<file path="src/rtl/cva6_lockstep_sync_ctrl.sv">
// Per-group lockstep synchronisation controller: each redundant group of GroupSize
// harts independently gathers sync requests, applies a timed core setback and holds lockstep.
module cva6_lockstep_sync_ctrl #(
    parameter int unsigned NumHarts      = 4,
    parameter int unsigned GroupSize     = 2,
    parameter int unsigned SetbackCycles = 4,
    parameter int unsigned TimeoutCycles = 1024,
    parameter int unsigned ErrCntWidth   = 8,
    localparam int unsigned NumGroups    = NumHarts / GroupSize
) (
    input  logic                               clk_i,
    input  logic                               rstn_i,
    input  logic [NumGroups-1:0]               grp_enable_i,
    input  logic [NumHarts-1:0]                harts_sync_req_i,
    input  logic [NumGroups-1:0]               grp_mismatch_i,
    output logic [NumHarts-1:0]                core_setback_o,
    output logic [NumGroups-1:0]               grp_locked_o,
    output logic [NumGroups-1:0]               grp_resync_req_o,
    output logic [NumGroups-1:0]               grp_timeout_o,
    output logic [NumGroups*ErrCntWidth-1:0]   grp_err_cnt_o
);

    // One timer serves both the sync timeout and the setback duration.
    localparam int unsigned TimerMax   = (TimeoutCycles > SetbackCycles) ? TimeoutCycles : SetbackCycles;
    localparam int unsigned TimerWidth = $clog2(TimerMax);
    localparam int unsigned UsedHarts  = NumGroups * GroupSize;

    typedef enum logic [2:0] {
        IDLE,
        WAIT_SYNC,
        SETBACK,
        LOCKED,
        RESYNC
    } state_e;

    for (genvar g = 0; g < NumGroups; g++) begin : gen_group
        state_e                   state_q, state_d;
        logic [TimerWidth-1:0]    timer_q, timer_d;
        logic                     timeout_q, timeout_d;
        logic [ErrCntWidth-1:0]   err_q, err_d;
        logic                     all_req;

        assign all_req = &harts_sync_req_i[g*GroupSize +: GroupSize];

        // NOTE: state flops use non-blocking assignments so every flop samples pre-edge values.
        always_ff @(posedge clk_i or negedge rstn_i) begin
            if (!rstn_i) begin
                state_q   <= IDLE;
                timer_q   <= '0;
                timeout_q <= 1'b0;
                err_q     <= '0;
            end else begin
                state_q   <= state_d;
                timer_q   <= timer_d;
                timeout_q <= timeout_d;
                err_q     <= err_d;
            end
        end

        // NOTE: every signal gets a default before the case so no path can infer a latch.
        always_comb begin
            state_d   = state_q;
            timer_d   = timer_q;
            timeout_d = timeout_q;
            err_d     = err_q;
            case (state_q)
                IDLE: begin
                    if (grp_enable_i[g]) begin
                        state_d   = WAIT_SYNC;
                        timer_d   = '0;
                        timeout_d = 1'b0;
                    end
                end
                WAIT_SYNC: begin
                    timer_d = timer_q + TimerWidth'(1);
                    if (!grp_enable_i[g]) begin
                        state_d = IDLE;
                    end else if (all_req) begin
                        state_d = SETBACK;
                        timer_d = '0;
                    end else if (timer_q == TimerWidth'(TimeoutCycles - 1)) begin
                        state_d   = IDLE;
                        timeout_d = 1'b1;
                    end
                end
                SETBACK: begin
                    // Enable is deliberately ignored: a started setback always runs to completion.
                    if (timer_q == TimerWidth'(SetbackCycles - 1)) begin
                        state_d = LOCKED;
                        timer_d = '0;
                    end else begin
                        timer_d = timer_q + TimerWidth'(1);
                    end
                end
                LOCKED: begin
                    if (grp_mismatch_i[g]) begin
                        state_d = RESYNC;
                        if (err_q != '1) begin
                            err_d = err_q + ErrCntWidth'(1);
                        end
                    end
                    if (!grp_enable_i[g]) begin
                        state_d = IDLE;
                    end
                end
                RESYNC: begin
                    state_d = WAIT_SYNC;
                    timer_d = '0;
                end
                default: state_d = IDLE;
            endcase
        end

        assign core_setback_o[g*GroupSize +: GroupSize]   = {GroupSize{state_q == SETBACK}};
        assign grp_locked_o[g]                            = (state_q == LOCKED);
        assign grp_resync_req_o[g]                        = (state_q == RESYNC);
        assign grp_timeout_o[g]                           = timeout_q;
        assign grp_err_cnt_o[g*ErrCntWidth +: ErrCntWidth] = err_q;
    end

    // Harts beyond the last full group never take part in lockstep.
    if (NumHarts > UsedHarts) begin : gen_leftover
        logic unused_leftover_req;
        assign core_setback_o[NumHarts-1:UsedHarts] = '0;
        assign unused_leftover_req                  = ^harts_sync_req_i[NumHarts-1:UsedHarts];
    end

endmodule

</file>
<file path="config.mk">
export PLATFORM = sky130hd
export DESIGN_NAME = cva6_lockstep_sync_ctrl
export DESIGN_NICKNAME = d
export VERILOG_FILES = /design/src/rtl/cva6_lockstep_sync_ctrl.sv
export SDC_FILE = /design/constraint.sdc
export NUM_CORES = 1
export LEC_CHECK = 0
export BUFFER_PORTS_ARGS = -buffer_cell sky130_fd_sc_hd__buf_2
export CORE_ASPECT_RATIO = 1.5
export CORE_MARGIN = 4
export CORE_UTILIZATION = 40
export DETAILED_ROUTE_END_ITERATION = 8
export HOLD_SLACK_MARGIN = 0.05
export SYNTH_ARGS = -nofsm -noshare
export SYNTH_HDL_FRONTEND = slang
export SYNTH_SLANG_ARGS = --single-unit
</file>
<file path="constraint.sdc">
create_clock -name clk_i -period 2.1 [get_ports clk_i]
set_clock_uncertainty 0.15 [all_clocks]
set_input_delay 0.42 -clock clk_i [delete_from_list [all_inputs] [get_ports clk_i]]
set_output_delay 0.42 -clock clk_i [all_outputs]
set_load 0.01 [all_outputs]
</file>
* Word level (Yosys, flattened, before mapping)
Cells that the tools add are included.
Widths: inputs -> output; s select.
** Word-level totals
- Bits in registers :: 44
- Bits of input ports :: 10
- Word-level logic and storage cells :: 92
- Output and inout bits :: 26
** Cells by class
- Multiplexer cells :: 36
- Reductions and logical operators :: 16
- Add/subtract/negate cells :: 4
- Equality and inequality tests :: 28
** Operators with widths (number)
- $mux 10 :: 8
- $pmux 10 s4 :: 2
- $mux 3 :: 14
- $pmux 3 s5 :: 2
- $add 10x1->10 const B :: 2
- $eq 10x10->1 const B :: 2
- $eq 10x2->1 const B :: 2
- $add 8x1->8 const B :: 2
- $ne 2x2->1 const B :: 8
- $ne 8x8->1 const B :: 2
- $eq 3x2->1 const B :: 4
- $reduce_and 5->1 :: 2
- $mux 1 :: 8
- $ne 4x4->1 const B :: 2
- $reduce_and 2->1 :: 4
- $reduce_and 4->1 :: 2
- $reduce_bool 4->1 :: 2
- $eq 3x1->1 const B :: 2
- $eq 3x3->1 const B :: 2
- $logic_not 3->1 :: 2
- $ne 3x3->1 const B :: 2
- $reduce_and 3->1 :: 2
- $ne 2x1->1 const B :: 2
- $pmux 1 s2 :: 2
- $reduce_bool 2->1 :: 2

* Logic depth before layout (Yosys ltp)
Gate-level depths: netlist (run 1).
- Depth after elaboration :: 5
- Gate-level depth with buffers :: 6
- Gate-level depth less buffers :: 5

* Worst setup path after synthesis (run 1)
Ideal clock, no wire load.
- Path kind :: register to register
- From :: register gen_group[0].timer_q[0]
- To :: register gen_group[0].timer_q[7]
- Period minus slack after synthesis :: 1.823 ns
- Slack :: 0.277 ns
- Library setup time :: 0.087 ns
- Cell stages (with the launch flop) :: 6
- Arrival :: 1.585 ns
- Required time :: 1.863 ns
- Buffers on the path :: 0
- Cells stage by stage :: dfrtp_1 -> ha_1 -> nor3b_1 -> a31oi_1 -> o21ai_1 -> o211ai_1
** On the way
- Longest elaborated chain between the ends :: 4
- Elaborated cells between the ends (all ways) :: 6
- Classes of those cells :: add/sub: 1; eq/ne: 1; mux: 4
** Ends and longest elaborated chain
- from (decl) :: RTL line 38 : logic [TimerWidth-1:0] timer_q, timer_d;
- from (signal assigned) :: RTL line 54 : timer_q <= timer_d;
- $add 10x1->10 :: RTL line 75, 92
- $mux 10 :: RTL line 78 : end else if (all_req) begin
- $mux 10 :: RTL line 76 : if (!grp_enable_i[g]) begin
- $pmux 10 s4 * :: RTL line 66 : case (state_q)
Every way passes the cells marked *; elsewhere a longest branch is shown, timed or not.
A chain may end at the register's enable or synchronous reset.

* Worst setup path in the final report (run 1)
- From :: register gen_group[1].state_q[0]
- To :: output port core_setback_o[3]
** On the way
- Longest elaborated chain between the ends :: 1
** Ends and longest elaborated chain
- from (decl) :: RTL line 37 : state_e state_q, state_d;
- from (signal assigned) :: RTL line 53 : state_q <= state_d;
- $eq 3x2->1 :: RTL line 114 : assign core_setback_o[g*GroupSize +: GroupSize] = {GroupSize{state_q == SETBACK}};
- to (decl) :: RTL line 16 : output logic [NumHarts-1:0] core_setback_o,
Every way passes these cells.

==> results of run 1 <==
## area by class of cell
type | count | area [um2]
clock buffer | 7 | 86.33
sequential | 44 | 1105
clock inverter | 1 | 7.507
inverter | 12 | 45.04
multi-input combinational | 215 | 1330
tap | 74 | 92.59
timing repair buffer | 51 | 310.3
fill | 632 | 3198
## metal layers
metal	vias up	track usage (%)	share of wire [%]
met5	-	0	0
li1	1121	-	-
met3	6	2.385	2.9
met1	1077	19.86	43
met4	0	4.090	1.2
met2	31	28.10	53
## how the worst max path moves through the flow
stage | end | slack (ns) | cells after the start
detailed placement | gen_group[0].timer_q[7] | 0.14 | 5
global route | core_setback_o[3] | 0.002 | 3
finish | core_setback_o[3] | 0.10 | 3
global placement | gen_group[0].timer_q[9] | 0.15 | 5
floorplan | gen_group[0].timer_q[7] | 0.28 | 5
CTS | core_setback_o[3] | 0.05 | 3
## registers in the layout, indices dropped and copies added, names as in the netlist
name / cells
gen_group.err_q: 16
gen_group.state_q: 6
gen_group.timeout_q: 2
gen_group.timer_q: 20
## per-stage QoR
step                      cells  setup WS, ns  util [%]
after global routing        404      0.002341     48.21
after detailed placement    395        0.1363     46.24
after global placement      395        0.1492     46.24
after CTS                   404       0.04723     47.92
after floorplan             286        0.2775         -
final                       404        0.1015     48.21
## placed cells by master (no fill, tap or decap), types with 4 or more instances in the layout
cell / count
xnor2_1: 8
dfrtp_1: 41
buf_2: 35
o221ai_1: 5
nor3_1: 10
o21a_1: 4
clkbuf_8: 6
inv_1: 11
nand3_1: 10
o21ai_0: 7
o211ai_1: 7
nand4_1: 9
a21oi_1: 7
a31oi_1: 5
ha_1: 4
nor4_1: 8
o21ai_1: 9
nand2b_1: 5
xor2_1: 6
nor2_1: 20
buf_4: 14
nand2_1: 39
## power by group
group | leakage, nW | internal, mW | total (mW) | switching [mW]
sequential | 0.591 | 1.00 | 1.24 | 0.231
clock | 0.0445 | 0.268 | 0.562 | 0.294
combinational | 0.726 | 0.509 | 1.17 | 0.659
## worst max-delay path, cell delays in order (launching register included)
cell and delay, ns:
dfrtp_2 0.48, or3b_1 0.41, inv_1 0.11, buf_2 0.14
## logic make-up after synthesis
| kind of cell | Yosys count | share of synthesized area (%) |
|---|---|---|
| and+or+nand+nor | 130 | 26.30 |
| DFF | 44 | 43.18 |
| AOI/OAI and AO/OA | 64 | 17.32 |
| adders and majority gates | 5 | 2.355 |
| muxes | 2 | 0.8341 |
| xor gates and xnor gates | 14 | 4.809 |
| buffers and inverters | 27 | 5.201 |
## repair_timing
action | 4_1_cts | 5_1_grt
setup endpoints to repair | 0 | 11
gates resized for setup | 0 | 6
buffers inserted | 0 | 0
hold buffers | 1 | 0
hold endpoints to repair | 15 | 0
==> summary.md, run 1 <==
| Metric | Value |
|---|---|
| Vias in the first global route | 2208 |
| RSZ-0062 raised after global routing | false |
| Register area share after synthesis | a little over two fifths |
| Core ar. | 6175 um2 |
| Final ANT Viol Nets | 0 |
| Clock sink count | 44 |
| Critical path required time | 1.53 ns |
| Hold Path Depth | 2 |
| Maximum vdd drop | about 0.00054 V |
| Worst Hold Slack | ~0.24 ns |
| Max-cap viol count | 0 |
| Synth top area share | 43.18% |
| DR iter-0 viols | 56 |
| Post-synth top area cell | dfrtp_1 |
| Final Hold Viols | 0 |
| Critical path startpoint | gen_group[1].state_q[0] |
| Share of cells above drive strength 1 | 20.30% |
| Detailed Place HPWL | approximately 4300 um |
| Remaining DRCs | 0 |
| Syn Nets | 300 |
| Routed vias/inst | 5.532 |
| R2R Setup Slk | 0.20 ns |
| Fin crit period | 1.999 ns |
| R2R depth | 4 |
| H-tree depth | 2 |
| HP Class | in2reg |
| CP max FO | 12 |
| Die Y | 105.8 um |
| Worst reg2reg startpoint | gen_group[1].state_q[0] |
| Root buffer selected by CTS | clkbuf_8 |
| Detailed Route WL | between 5000 and 6000 um |
| DR WL/cell | 14.15 um |
| Total gr overflow | 0 |
| Critical path class | reg2out |
| Syn Std Cell Area | 2550 um2 |
| Flops & latches, synth | 44 |
| Hold path start | grp_enable_i[0] |
| Port Buffer Count | 35 |
| Worst R2R End | gen_group[1].timer_q[7] |
| GRT Overall Usage | 15.97% |
| Starting Density | 41.30% |
| Area contributors post-synth | dfrtp_1, nand2_1, nor2_1 |
| Initial antenna violation count | 0 |
| IO Pins | 36 |
| Clock Latency Late Sink | ~0.29 ns |
| Syn-to-layout area delta | 16.73% |
| Leak Pwr | between 1 and 1.5 nW |
| Synth Warn # | 0 |
| Design Area, Final | 2977 um2 |
| Final Setup Violations | 0 |
| Most common cell in the netlist | dfrtp_1 |
| Cts bufs inserted | 5 |
| # rows | 35 |
| Post-synth top cells | dfrtp_1, nand2_1, nor2_1 |
| Pwr/cell area | between 900 and 1000 nW/um2 |
| Largest net degree at the start of global routing | 30 |
| Final Power | 2.966 mW |
| Fraction of registers with async set/reset | 100.0% |
| CP endpoint kind | output pin |
| Status | finished clean |
| Fmax | ~0.5 GHz |
| Die Width | 73.19 um |
| # nets final | between 300 and 400 |
| Worst-Margin Slew | just under 0.5 ns |
| WP data arrival | 1.43 ns |
| Netlist cell types | 54 |
| WHS Endpoint | gen_group[0].timeout_q |
| Antenna diode count | 0 |
| Clk buf depth | 2 |
| Via count | ~2200 |
| Setup TNS | 0 ns |
| Total Die Area | 7742 um2 |
| Placed cell areas | 2855 um2 |
| Slew Viols, Final | 0 |
| First-pass DRT Iterations | 4 |
| CP startpoint kind | flip-flop |
| CTS tree | yes |
| Max transition margin | 67.60% |
| Synthesized area per cell | 8.916 um2 |
| Placer Congestion | 0.8490 |
| Fin crit share | 95.17% |
| Main synth FF type | dfrtp_1 |
| EDFF count, synth | 0 |
| Mapped Cells | 286 |
| Global-route wire length before repair | just over 10000 um |
| Worst-path clk slew | 0.09 ns |
No activity file was read; power rests on OpenSTA's default activity.
==> inputs of run 2 (changes only) <==
Settings changed: CTS_BUF_LIST set to sky130_fd_sc_hd__clkbuf_4 sky130_fd_sc_hd__clkbuf_8, CTS_CLUSTER_SIZE set to 20.
==> summary.md, run 2 (synthesis gave the netlist of run 1 again) <==
| Metric | Value |
|---|---|
| Design Area, Final | 2980 um2 |
| Syn-to-layout area delta | 16.88% |
| Cts bufs inserted | 5 |
| Max transition margin | 67.60% |
| Most common cell after layout, fill and taps aside | dfrtp_1 |
| CP startpoint kind | flip-flop |
| Critical path required time | around 1.5 ns |
| Worst Path Buf+Inv | 2 |
| Delay-heaviest family, CP | flip-flops |
| RSZ-0062 raised after global routing | false |
| Final ANT Viol Nets | 0 |
| Max reg flops | 20 |
| WP data arrival | 1.43 ns |
| Total Die Area | roughly 7700 um2 |
| Fin crit period | roughly 2 ns |
| Largest net degree at the start of global routing | 30 |
| Detailed Route WL | between 5000 and 6000 um |
| Worst reg2reg startpoint | gen_group[1].state_q[0] |
| GRT Overall Usage | 15.97% |
| HP Class | in2reg |
| Global-route wire length before repair | about 10000 um |
| IO Pins | 36 |
| Vias in the first global route | 2208 |
| Final Hold Viols | 0 |
| Critical path startpoint | gen_group[1].state_q[0] |
| CTS tree | yes |
| CP endpoint kind | output pin |
| DR WL/cell | 14.13 um |
| Max-cap viol count | 0 |
| Final Power | 2.978 mW |
| Worst-Margin Slew | a little under 0.5 ns |
| Fin crit share | 95.17% |
| Multi-input gate area | 1330 um2 |
| Via count | 2231 |
| Starting Density | 41.30% |
| Total gr overflow | 0 |
| Status | finished clean |
| Setup TNS | 0 ns |
| CP max stage delay | between 0.4 and 0.5 ns |
| Worst-path clk slew | around 0.09 ns |
| Clock sink count | 44 |
| Post-CTS setup buffers | 0 |
| Placer Congestion | 0.8490 |
| First-pass DRT Iterations | 4 |
| # rows | 35 |
| Leak Pwr | 1.364 nW |
| Die Width | 73.19 um |
| Fillers | 631 |
| Die Y | 105.8 um |
| Worst path slowest cell | dfrtp_2 |
| Core ar. | roughly 6000 um2 |
| Remaining DRCs | 0 |
| Critical path class | reg2out |
| Hold path start | grp_enable_i[0] |
| Commonest cells after routing, fill and taps aside | dfrtp_1, nand2_1, buf_2, nor2_1, buf_4 |
| Reg with most FFs | gen_group.timer_q |
| Initial antenna violation count | 0 |
| Sequential Area | 1105 um2 |
| Maximum vdd drop | 0.0005381 V |
| Pwr/cell area | 999.3 nW/um2 |
| DR iter-0 viols | 56 |
| Clk buf depth | 2 |
| Clock Latency Late Sink | 0.29 ns |
| H-tree depth | 2 |
| Worst path cell trace | or3b_1 -> inv_1 -> buf_2 |
| Port Buffer Count | 35 |
| CP max FO | 12 |
| Final Setup Violations | 0 |
| Fmax | 0.5004 GHz |
| # nets final | 343 |
| Antenna diode count | 0 |
| Routed vias/inst | 5.522 |
| Share of cells above drive strength 1 | between 20% and 30% |
| Detailed Place HPWL | 4281 um |
| Slew Viols, Final | 0 |
| Largest registers | gen_group.timer_q x20, gen_group.err_q x16, gen_group.state_q x6 |
| Root buffer selected by CTS | clkbuf_8 |
| Placed cell areas | 2855 um2 |
-- run 2: cell counts in the layout (fill, tap and decap cells not counted) --
No cell type changed its count.
-- run 2: report_power, final --
part	total, mW	switching [mW]	internal (mW)
registers	1.24	0.231	1.00
clock network	0.575	0.294	0.281
logic	1.17	0.659	0.509
total	2.98	1.18	1.79
-- run 2: worst reg2reg max path, delay by kind of cell (launching register included) --
| kind | cells | cell delay (ns) |
|---|---|---|
| and+or+nand+nor | 2 | 0.85 |
| DFF | 1 | 0.48 |
| AOI/OAI and AO/OA | 2 | 0.35 |
-- run 2: final cells by class --
| type | count | share of cell area (%) |
|---|---|---|
| tap | 74 | 3.107 |
| clock buffer | 7 | 3.023 |
| clock inverter | 1 | 0.2519 |
| sequential | 44 | 37.07 |
| multi-input combinational | 215 | 44.63 |
| timing repair buffer | 51 | 10.41 |
| inverter | 12 | 1.511 |
-- run 2: final timing paths --
path                                                end  slack, ns  cells past startpoint
worst min-delay path             gen_group[0].timeout_q       0.24                      2
max in group asynchronous       gen_group[1].state_q[1]       0.88                      3
worst max register to register  gen_group[1].timer_q[7]       0.20                      4
worst max-delay path                  core_setback_o[3]       0.10                      3
worst min register to register    gen_group[1].err_q[7]       0.34                      1
min in group asynchronous       gen_group[0].timer_q[6]       0.42                      2
-- run 2: layer usage --
layer	vias to the layer above	wire length (um)	global-route usage, %
li1	1121	-	-
met1	1070	2465	19.86
met2	34	2998	28.10
met3	6	177	2.385
met4	0	66	4.090
met5	-	0	0
-- run 2: stage by stage --
step / hold WS [ns] / instances / util, % / worst slack, ns
after global placement: 0.2189 / 395 / 46.24 / 0.1492
after global routing: 0.2459 / 404 / 48.27 / 0.002341
final: 0.2378 / 404 / 48.27 / 0.1015
after CTS: 0.2259 / 404 / 47.98 / 0.04723
after floorplan: -0.02559 / 286 / - / 0.2775
after detailed placement: 0.2237 / 395 / 46.24 / 0.1363
-- run 2: timing repair --
| action | 4_1_cts | 5_1_grt |
|---|---|---|
| gates resized for setup | 0 | 6 |
| endpoints found under the hold margin | 15 | 0 |
| hold buffers | 1 | 0 |
| setup endpoints to repair | 0 | 11 |
==> inputs of run 3 (changes only) <==
Settings changed: MAX_ROUTING_LAYER set to met4, SLEW_MARGIN set to 20.
==> summary.md, run 3 (synthesis gave the netlist of run 1 again) <==
| Metric | Value |
|---|---|
| Placer Congestion | 0.8624 |
| RSZ-0062 raised after global routing | false |
| Fmax | 0.5004 GHz |
| Remaining DRCs | 0 |
| Worst Slack Setup Final | 0.1014 ns |
| CP endpoint kind | output pin |
| Initial antenna violation count | 0 |
| Util after Layout | 48.27% |
| CTS tree | yes |
| Clock Latency Late Sink | 0.29 ns |
| H-tree depth | 2 |
| Fin cells | 404 |
| Critical path required time | roughly 1.5 ns |
| Antenna diode count | 0 |
| Post-CTS setup buffers | 0 |
| Die Width | 73.19 um |
| Starting Density | between 40% and 50% |
| Worst-Margin Slew | 0.4846 ns |
| Placement Setup Slack | 0.1363 ns |
| CP startpoint kind | flip-flop |
| Fillers | 631 |
| Slew Viols, Final | 0 |
| Final Setup Violations | 0 |
| Detailed Place HPWL | 4281 um |
| Setup TNS | 0 ns |
| First-pass DRT Iterations | 4 |
| Clk buf depth | 2 |
| HP Class | in2reg |
| Largest net degree at the start of global routing | 30 |
| GRT Overall Usage | 16.40% |
| Worst-path clk slew | approximately 0.090 ns |
| Max-cap viol count | 0 |
| Total gr overflow | 0 |
| Global-route wire length before repair | 10130 um |
| Commonest cells after routing, fill and taps aside | dfrtp_1, nand2_1, buf_2, nor2_1, buf_4 |
| Die Y | 105.8 um |
| DR WL/cell | 14.19 um |
| Cts bufs inserted | 5 |
| WP data arrival | 1.43 ns |
| Fin crit share | 95.17% |
| Final ANT Viol Nets | 0 |
| Max reg flops | 20 |
| Reg with most FFs | gen_group.timer_q |
| Final Hold Viols | 0 |
| Share of cells above drive strength 1 | 20.61% |
| Core ar. | 6175 um2 |
| Via count | roughly 2300 |
| # nets final | about 340 |
| Largest registers | gen_group.timer_q x20, gen_group.err_q x16, gen_group.state_q x6 |
| Total Die Area | 7742 um2 |
| Leak Pwr | 1.364 nW |
| Clock sink count | 44 |
| Multi-input gate area | 1330 um2 |
| # rows | 35 |
| Routed vias/inst | 5.577 |
| Sequential Area | 1105 um2 |
| CP max FO | 12 |
| DR iter-0 viols | between 60 and 70 |
| Final Power | ~3.0 mW |
| IO Pins | 36 |
| Port Buffer Count | 35 |
| Status | finished clean |
| Maximum vdd drop | about 0.00054 V |
| Vias in the first global route | about 2200 |
| Critical path class | reg2out |
| Root buffer selected by CTS | clkbuf_8 |
| Post-Place Cells | 395 |
| Fin crit period | approximately 2 ns |
| Hold Path Depth | 2 |
| Pwr/cell area | 999.8 nW/um2 |
| Max transition margin | 67.47% |
| Most common cell after layout, fill and taps aside | dfrtp_1 |
| R2R depth | 4 |
| Syn-to-layout area delta | 16.88% |
| Detailed Route WL | 5733 um |
-- run 3: layout make-up --
class	instances	area share (%)
Clock buffer	7	3.023
Clock inverter	1	0.2519
Inverter	12	1.511
Multi-Input combinational cell	215	44.63
Sequential cell	44	37.07
Tap cell	74	3.107
Timing Repair Buffer	51	10.41
-- run 3: metrics by stage --
step                hold WS [ns]  instance area [um2]
finish                    0.2318                 2980
floorplan               -0.02559                 2550
global route              0.2459                 2980
CTS                       0.2259                 2963
global placement          0.2189                 2855
detailed placement        0.2237                 2855
-- run 3: power by group --
part	switching (mW)	internal, mW	total, mW
Combinational	0.660	0.509	1.17
Sequential	0.232	1.00	1.24
Clock	0.294	0.281	0.575
-- run 3: critical path, stage by stage, from the launching register on --
cell and delay (ns):
dfrtp_2 0.48, or3b_1 0.41, inv_1 0.11, buf_2 0.14
-- run 3: routing by layer --
metal	vias to the layer above	global-route usage, %	part of all wire [%]
li1	1120	-	-
met1	1082	19.86	43
met2	45	28.10	52
met3	6	2.385	3.5
met4	0	4.090	1.2
met5	-	-	0
-- run 3: worst paths after layout --
| path | slack (ns) | endpoint | from |
|---|---|---|---|
| max | 0.10 | core_setback_o[3] | gen_group[1].state_q[0] |
| min | 0.23 | gen_group[0].timeout_q | grp_enable_i[0] |
| max reg2reg | 0.20 | gen_group[1].timer_q[7] | gen_group[1].state_q[0] |
| min reg2reg | 0.34 | gen_group[1].err_q[7] | gen_group[1].err_q[7] |
| max in group asynchronous | 0.87 | gen_group[1].state_q[1] | rstn_i |
| min in group asynchronous | 0.42 | gen_group[0].timer_q[6] | rstn_i |
-- run 3: timing repair --
item / in CTS / in global routing
hold buffers: 1 / 0
endpoints found under the hold margin: 15 / 0
gates resized for setup: 0 / 6
endpoints found under the setup margin: 0 / 11
